--- src/rtl/ped_request_pkg.sv ---
// Shared types for the pedestrian request handler: FSM state encoding,
// timer width and press-counter saturation value.
package ped_request_pkg;

  typedef enum logic [2:0] {
    ST_IDLE     = 3'd0,
    ST_PENDING  = 3'd1,
    ST_GRANTED  = 3'd2,
    ST_WALK     = 3'd3,
    ST_COOLDOWN = 3'd4
  } ped_state_e;

  // Sized for the default cooldown; the blink period is always shorter.
  localparam int unsigned DEFAULT_COOLDOWN_TIME = 250000000;
  localparam int unsigned TIMER_W = $clog2(DEFAULT_COOLDOWN_TIME);
  typedef logic [TIMER_W-1:0] timer_t;

  localparam int unsigned DEFAULT_COUNT_W = 8;
  localparam int unsigned COUNT_MAX = (1 << DEFAULT_COUNT_W) - 1;

endpackage

--- src/rtl/ped_request_handler_timer.sv ---
// Free-running interval counter: done pulses on the cycle the count equals
// terminal while enabled; the count then restarts from zero.
module ped_interval_timer
  import ped_request_pkg::*;
(
  input  logic   clk,
  input  logic   rst,
  input  logic   clear,
  input  logic   enable,
  input  timer_t terminal,
  output logic   done
);

  timer_t count_reg;

  assign done = enable && (count_reg == terminal);

  always_ff @(posedge clk) begin
    if (rst || clear) begin
      count_reg <= '0;
    end else if (enable) begin
      count_reg <= done ? '0 : count_reg + 1'b1;
    end
  end

endmodule

--- src/rtl/ped_request_handler.sv ---
// Pedestrian request latch with grant handshake, WAIT lamp and post-walk cooldown.
// Optional blinking WAIT lamp enabled by defining REQUEST_BLINK_EN.
module ped_request_handler
  import ped_request_pkg::*;
#(
  parameter int unsigned COOLDOWN_TIME     = 250000000,
  parameter int unsigned BLINK_HALF_PERIOD = 12500000,
  parameter int unsigned COUNT_W           = 8
) (
  input  logic               clk,
  input  logic               rst,
  input  logic               button_pressed,
  input  logic               ped_grant,
  input  logic               walk_active,
  output logic               ped_request,
  output logic               wait_lamp,
  output logic [COUNT_W-1:0] press_count,
  output logic [2:0]         state_dbg
);

  if (COOLDOWN_TIME < 2 || BLINK_HALF_PERIOD < 1) begin : g_param_check
    $error("ped_request_handler: COOLDOWN_TIME must be >= 2 and BLINK_HALF_PERIOD >= 1");
  end

  ped_state_e         state_reg, state_next;
  logic               deferred_reg, deferred_next;
  logic               count_inc;
  logic [COUNT_W-1:0] press_count_reg;
  logic               ped_request_reg;
  logic               wait_lamp_reg, wait_lamp_next;
  logic               cool_done;
  logic               lamp_on_next;

  ped_interval_timer u_cooldown_timer (
    .clk      (clk),
    .rst      (rst),
    .clear    (state_reg != ST_COOLDOWN),
    .enable   (state_reg == ST_COOLDOWN),
    .terminal (timer_t'(COOLDOWN_TIME - 1)),
    .done     (cool_done)
  );

  always_comb begin
    state_next    = state_reg;
    deferred_next = deferred_reg;
    count_inc     = 1'b0;
    case (state_reg)
      ST_IDLE: begin
        if (walk_active) begin
          state_next = ST_WALK;
        end else if (button_pressed) begin
          state_next = ST_PENDING;
          count_inc  = 1'b1;
        end
      end
      ST_PENDING: begin
        if (walk_active) state_next = ST_WALK;
        else if (ped_grant) state_next = ST_GRANTED;
      end
      ST_GRANTED: begin
        if (walk_active) state_next = ST_WALK;
      end
      ST_WALK: begin
        if (!walk_active) state_next = ST_COOLDOWN;
      end
      ST_COOLDOWN: begin
        // A new walk phase serves any deferred request.
        if (walk_active) begin
          state_next    = ST_WALK;
          deferred_next = 1'b0;
        end else begin
          if (button_pressed) begin
            deferred_next = 1'b1;
            count_inc     = !deferred_reg;
          end
          if (cool_done) begin
            state_next    = deferred_next ? ST_PENDING : ST_IDLE;
            deferred_next = 1'b0;
          end
        end
      end
      default: state_next = ST_IDLE;
    endcase
  end

  assign lamp_on_next = (state_next == ST_PENDING) || (state_next == ST_GRANTED);

`ifdef REQUEST_BLINK_EN
  logic in_service;
  logic blink_done;

  assign in_service = (state_reg == ST_PENDING) || (state_reg == ST_GRANTED);

  // Phase runs across PENDING->GRANTED; it restarts only on a fresh entry.
  ped_interval_timer u_blink_timer (
    .clk      (clk),
    .rst      (rst),
    .clear    (!in_service),
    .enable   (in_service),
    .terminal (timer_t'(BLINK_HALF_PERIOD - 1)),
    .done     (blink_done)
  );

  always_comb begin
    wait_lamp_next = 1'b0;
    if (lamp_on_next) begin
      wait_lamp_next = in_service ? (wait_lamp_reg ^ blink_done) : 1'b1;
    end
  end
`else
  assign wait_lamp_next = lamp_on_next;
`endif

  always_ff @(posedge clk) begin
    if (rst) begin
      state_reg       <= ST_IDLE;
      deferred_reg    <= 1'b0;
      press_count_reg <= '0;
      ped_request_reg <= 1'b0;
      wait_lamp_reg   <= 1'b0;
    end else begin
      state_reg       <= state_next;
      deferred_reg    <= deferred_next;
      ped_request_reg <= (state_next == ST_PENDING);
      wait_lamp_reg   <= wait_lamp_next;
      if (count_inc && (press_count_reg != {COUNT_W{1'b1}})) begin
        press_count_reg <= press_count_reg + 1'b1;
      end
    end
  end

  assign ped_request = ped_request_reg;
  assign wait_lamp   = wait_lamp_reg;
  assign press_count = press_count_reg;
  assign state_dbg   = state_reg;

endmodule

--- config.mk ---
export PLATFORM = sky130hd
export DESIGN_NAME = ped_request_handler
export DESIGN_NICKNAME = d
export VERILOG_FILES = /design/src/rtl/ped_request_pkg.sv /design/src/rtl/ped_request_handler_timer.sv /design/src/rtl/ped_request_handler.sv
export SDC_FILE = /design/constraint.sdc
export NUM_CORES = 1
export LEC_CHECK = 0
export ABC_AREA = 1
export BUFFER_PORTS_ARGS = -buffer_cell sky130_fd_sc_hd__buf_2
export CAP_MARGIN = 20
export CORE_MARGIN = 1
export CORE_UTILIZATION = 60
export DETAILED_ROUTE_END_ITERATION = 8
export HOLD_SLACK_MARGIN = 0.06
export PLACE_DENSITY = 0.84
export SLEW_MARGIN = 5
export SYNTH_ARGS = -nofsm -noshare
export SYNTH_HDL_FRONTEND = slang
export SYNTH_SLANG_ARGS = --single-unit
--- constraint.sdc ---
create_clock -name clk -period 1.9 [get_ports clk]
set_clock_uncertainty 0.15 [all_clocks]
set_input_delay 0.285 -clock clk [delete_from_list [all_inputs] [get_ports clk]]
set_output_delay 0.285 -clock clk [all_outputs]
set_load 0.1 [all_outputs]
# Yosys cells after proc, flatten, opt, wreduce, memory -nomap -nowiden
# Index checks and enable logic that the tools add are counted.
# word_totals
output_inout_bits	13
in_bits	5
word_cells	44
regBits	42
# op_classes
add_sub_neg	2
eq_ne	9
n_reduce_logical	6
muxes	21
# ops
cell	count
28-bit by 1-bit adder with 28-bit output (second input constant)	1
28-bit equality test (second input constant)	1
28-bit 2-to-1 mux	1
3-bit 2-to-1 mux	8
3-bit one-hot mux with 5 select lines	1
1-bit 2-to-1 mux	10
3-bit by 2-bit equality test with 1-bit output (second input constant)	3
8-bit by 1-bit adder with 8-bit output (second input constant)	1
8-bit != test (second input constant)	1
3-bit by 1-bit equality test with 1-bit output (second input constant)	2
3-bit equality test (second input constant)	1
3-bit zero test	1
3-bit != test (second input constant)	1
1-bit logical AND	2
1-bit logical OR	2
1-bit one-hot mux with 2 select lines	1
1-bit zero test	1

# Longest topological paths before layout
# logic_depth
word_depth	9
mapped_depth	11
depth_no_buf	11

# By module
# A second synthesis with hierarchy kept.
# unflattened
cells_unflattened	504
hier_area_um2	3027.9
# modules_own_cells
module	area_per_inst_um2	n_inst	cells_per_inst	seq_area_each_um2
ped_interval_timer	2212.1	1	381	560.5
ped_request_handler	815.8	1	123	280.3

# Least setup slack after synthesis
# Ideal clock, no wire load.
# synth_path
path_type	register to register
from	reg press_count_reg[1] (netlist: press_count[1])
to	reg press_count_reg[6] (netlist: press_count[6])
setup_ns	0.120
n_path_buf	0
arrival_ns	2.023
period_less_slack_ns	2.293
path_stages_with_launch	9
path_slack_ns	-0.393
required_ns	1.630
path_cell_list	dfxtp_1 -> ha_1 -> nand2_1 -> nor2_1 -> inv_1 -> nor3_1 -> nand3_1 -> nand2_1 -> a21oi_1
# synth_via
elab_chain_cells	2
elab_cells_between_ends	3
cone_classes	add/sub (1); eq/ne (1); reduce/logical (1)
# synth_lines
item	line_no	rtl
start, declared	ped_request_handler.sv:28	logic [COUNT_W-1:0] press_count_reg;
start signal, assigned	ped_request_handler.sv:127	press_count_reg <= press_count_reg + 1'b1;
branches (longest 2 deep; another with 8-bit by 1-bit adder with 8-bit output)	--	
# Several ways; the timed one is not identified.
# A chain may end at the register's enable or synchronous reset.

# Worst setup path after layout
# layout_path
from	reg u_cooldown_timer.count_reg[1]
to	reg u_cooldown_timer.count_reg[9]
# layout_via
elab_chain_cells	3
elab_cells_between_ends	4
cone_classes	add/sub (1); eq/ne (1); mux (1); reduce/logical (1)
# layout_lines
item	line_no	rtl
start, declared	ped_request_handler_timer.sv:14	timer_t count_reg;
start signal, assigned	ped_request_handler_timer.sv:22	count_reg <= done ? '0 : count_reg + 1'b1;
branches (longest 2 deep; another with 28-bit by 1-bit adder with 28-bit output)	--	
28-bit 2-to-1 mux (*)	ped_request_handler_timer.sv:22	
# Every way passes the cells marked *.

==> impl_metrics.toml <==
[detailed_routing]
wl_per_cell_um = 12.3
drt-initial-drc-count = 217
firstDrtPassIters = 5
drc = 0
dr_total_vias = 2524
viasPerCell = 5.54
ant_nets = 0
routed_wl_um = 5620

[cts]
clkLatencyLatePin_ns = 0.30
clkTransAtPathRegs_ns = 0.08
root_buffer = "clkbuf_8"
clk_path_buf_depth = 2
htreeDepth = 2
cts_tree = "built"
cts.sinks = 42
cts_made_buffers = 5

[finish]
nets = 414
fillers = 301
largest_reg_flops = 28
antenna_cells = 0
syn_to_final_growth_pct = 14.0
drive_gt1_share_pct = 19.9
fin_area_mm2 = 0.00280
stdcell_count = 456

[yosys]
yosysSeqAreaShare_pct = 34.3
synth_edf_count = 0
synth_compound_area_share_pct = 9.89
synthAdderAreaFrac_pct = 1.02
synth_cell_types = 32
yosysWarnings = 0
synthXorXnorAreaFrac_pct = 2.50
synth_fp_nets = 383
synth-seq-cells = 42
synthArstFlopShare_pct = 0
muxShareOfSynthArea_pct = 0
synthesis.area_mm2 = 0.00245
synthSimpleGateAreaFrac_pct = 45.3
synth-main-ff-cell = "dfxtp_1"
syn_avg_cell_area_um2 = 6.53
synth_top_family_by_area = "simple AND/OR/NAND/NOR gates"
syn_inst = 376

[die]
core_area_mm2 = 0.00380
io_pins = 18
rows = 22
die_w_um = 66.0
die_h_um = 66.0
initial_core_util_pct = 64.6
die_area_mm2 = 0.00435

[timing]
finalHoldViolCount = 0
fin_crit_ns = 1.78
slew_viol_final = 0
max_freq_ghz = 0.562
setup_slack_ns = 0.119
fin_crit_sh_pct = 93.7
slew_headroom_pct = 67.7
finalSetupViolCount = 0
rsz0062_at_grt = "no"
worst_pin_slew_ns = 0.488

[global_route]
grt_max_degree = 14
antenna_found_initial = 0
grt_first_pass_wirelength_um = 9350
track_usage_pct = 28.0
grt_pass1_vias = 2160
grt_overflow = 0

[power_and_ir_drop]
powerDensity_mw_per_mm2 = 704
p_leak_uw = 0.000974
max-vdd-ir-drop_v = 0.000992

[worst_setup_path]
end_kind = "register"
cp.required_ns = 1.94
crit_fanout = 9
rrSetupSlack_ns = 0.12
crit_slowest_cell = "dfxtp_1"
worstSetupStartpointType = "register"
cpPeakStageDelay_ns = 0.38
cp.arrival_ns = 1.82
crit_type = "register to register"
cp_cell_sequence = "ha_2 > inv_1 > nor2_4 > nand2_4 > nor2_4 > nand2_2 > nand2_2 > buf_12 > a31oi_1 > o21a_1"

[placement]
hpwl_um = 4310
placed_cell_area_mm2 = 0.00267
pre_cts_slack_ns = 0.123
gp_congestion = 0.923
numPortBuffers = 17
dp.cells = 446

[status]
outcome = "finished, final reports clean"

[run]
cap_violations = 0

[hold_path]
min_path_type = "primary input to register"
==> final timing paths <==
kind                                                 to                                  startpoint  depth (start not counted)
max reg2reg  u_cooldown_timer.count_reg[9]$_SDFFE_PP0N_  u_cooldown_timer.count_reg[1]$_SDFFE_PP0N_                         10
max          u_cooldown_timer.count_reg[9]$_SDFFE_PP0N_  u_cooldown_timer.count_reg[1]$_SDFFE_PP0N_                         10
min                             state_dbg[0]$_SDFF_PP0_                                         rst                          2
min reg2reg                 press_count[6]$_SDFFE_PP0P_                 press_count[6]$_SDFFE_PP0P_                          2
==> layer usage <==
layer	GRT usage, %	vias up	share of wire (%)
met1	38.0	1166	46
li1	-	1273	-
met4	8.78	0	0.87
met3	4.48	7	6.2
met5	0	-	0
met2	45.2	78	47
==> timing repair <==
action                     in CTS  in global routing
setup endpoints to repair       0                  7
gates resized for setup         0                  2
hold buffers                    0                  0
buffers inserted                0                  2
==> cell usage in the layout, fill, tap and decap left out, types with 3 or more instances in the layout <==
cell type / Yosys / routed
nor3_1: 10 / 10
inv_2: 3 / 3
buf_4: 1 / 9
inv_1: 39 / 39
xor2_1: 4 / 4
dfxtp_1: 42 / 30
buf_2: 0 / 17
a31oi_1: 4 / 4
nand3_2: 3 / 3
nor2_2: 6 / 6
nand3_1: 19 / 19
nand2_2: 7 / 7
nand4_1: 11 / 11
o21ai_0: 12 / 12
nand2_1: 97 / 97
clkbuf_8: 0 / 5
nor2_1: 66 / 66
o21ai_1: 4 / 4
nor2_4: 8 / 8
xnor2_1: 3 / 3
dfxtp_2: 0 / 12
a21oi_1: 21 / 21
==> cell families after synthesis <==
kind of cell / Yosys count
adder cells (fa/ha/maj): 2
AO/OA/AOI/OAI: 45
flip-flops: 42
XOR/XNOR: 7
AND/OR/NAND/NOR: 235
buffers and inverters: 45
==> area by class of cell <==
class | count | area (um2) | share of cell area, %
multi-input cells | 289 | 1440 | 51.5
flip-flops and latches | 42 | 856 | 30.6
repair buffers | 27 | 173 | 6.17
inverters | 42 | 158 | 5.63
clock buffers | 6 | 72.6 | 2.59
well taps | 48 | 60.1 | 2.15
clock inverters | 2 | 37.5 | 1.34
==> cells in the mapped netlist, types with 2 or more instances <==
library cell,count,area share (%)
a21oi_1,21,4.3
a31oi_1,4,1.0
dfxtp_1,42,34
ha_1,2,1.0
inv_1,39,6.0
inv_2,3,0.46
nand2_1,97,15
nand2_2,7,1.8
nand2_4,2,0.92
nand3_1,19,3.9
nand3_2,3,1.2
nand4_1,11,2.8
nor2_1,66,10
nor2_2,6,1.5
nor2_4,8,3.7
nor3_1,10,2.0
nor3_2,2,0.82
o21ai_0,12,2.4
o21ai_1,4,0.82
xnor2_1,3,1.1
xor2_1,4,1.4
==> power breakdown <==
group          internal (uW)  total [uW]  leakage, uW  switching [uW]
clock network            392         705    0.0000514             313
logic                   68.3         340     0.000578             272
registers                905         925     0.000345            19.6
==> through the flow <==
step	hold slack [ns]	total power, uW	TNS, ns	util (%)
after floorplan	0.280	1230	-0.00251	-
after global placement	0.306	1280	0	70.3
final	0.112	1970	0	73.7
after CTS	0.108	1980	0	73.2
after global routing	0.120	2040	0	73.7
after detailed placement	0.313	1290	0	70.3
==> worst max-delay path, delay by kind of cell, from the launching register on <==
family                   cells  cell delay [ns]
AND/OR/NAND/NOR              5             0.55
flip-flops                   1             0.38
buffers and inverters        2             0.22
adder cells (fa/ha/maj)      1             0.23
AO/OA/AOI/OAI                2             0.15
Power figures use the tool's default switching activity.
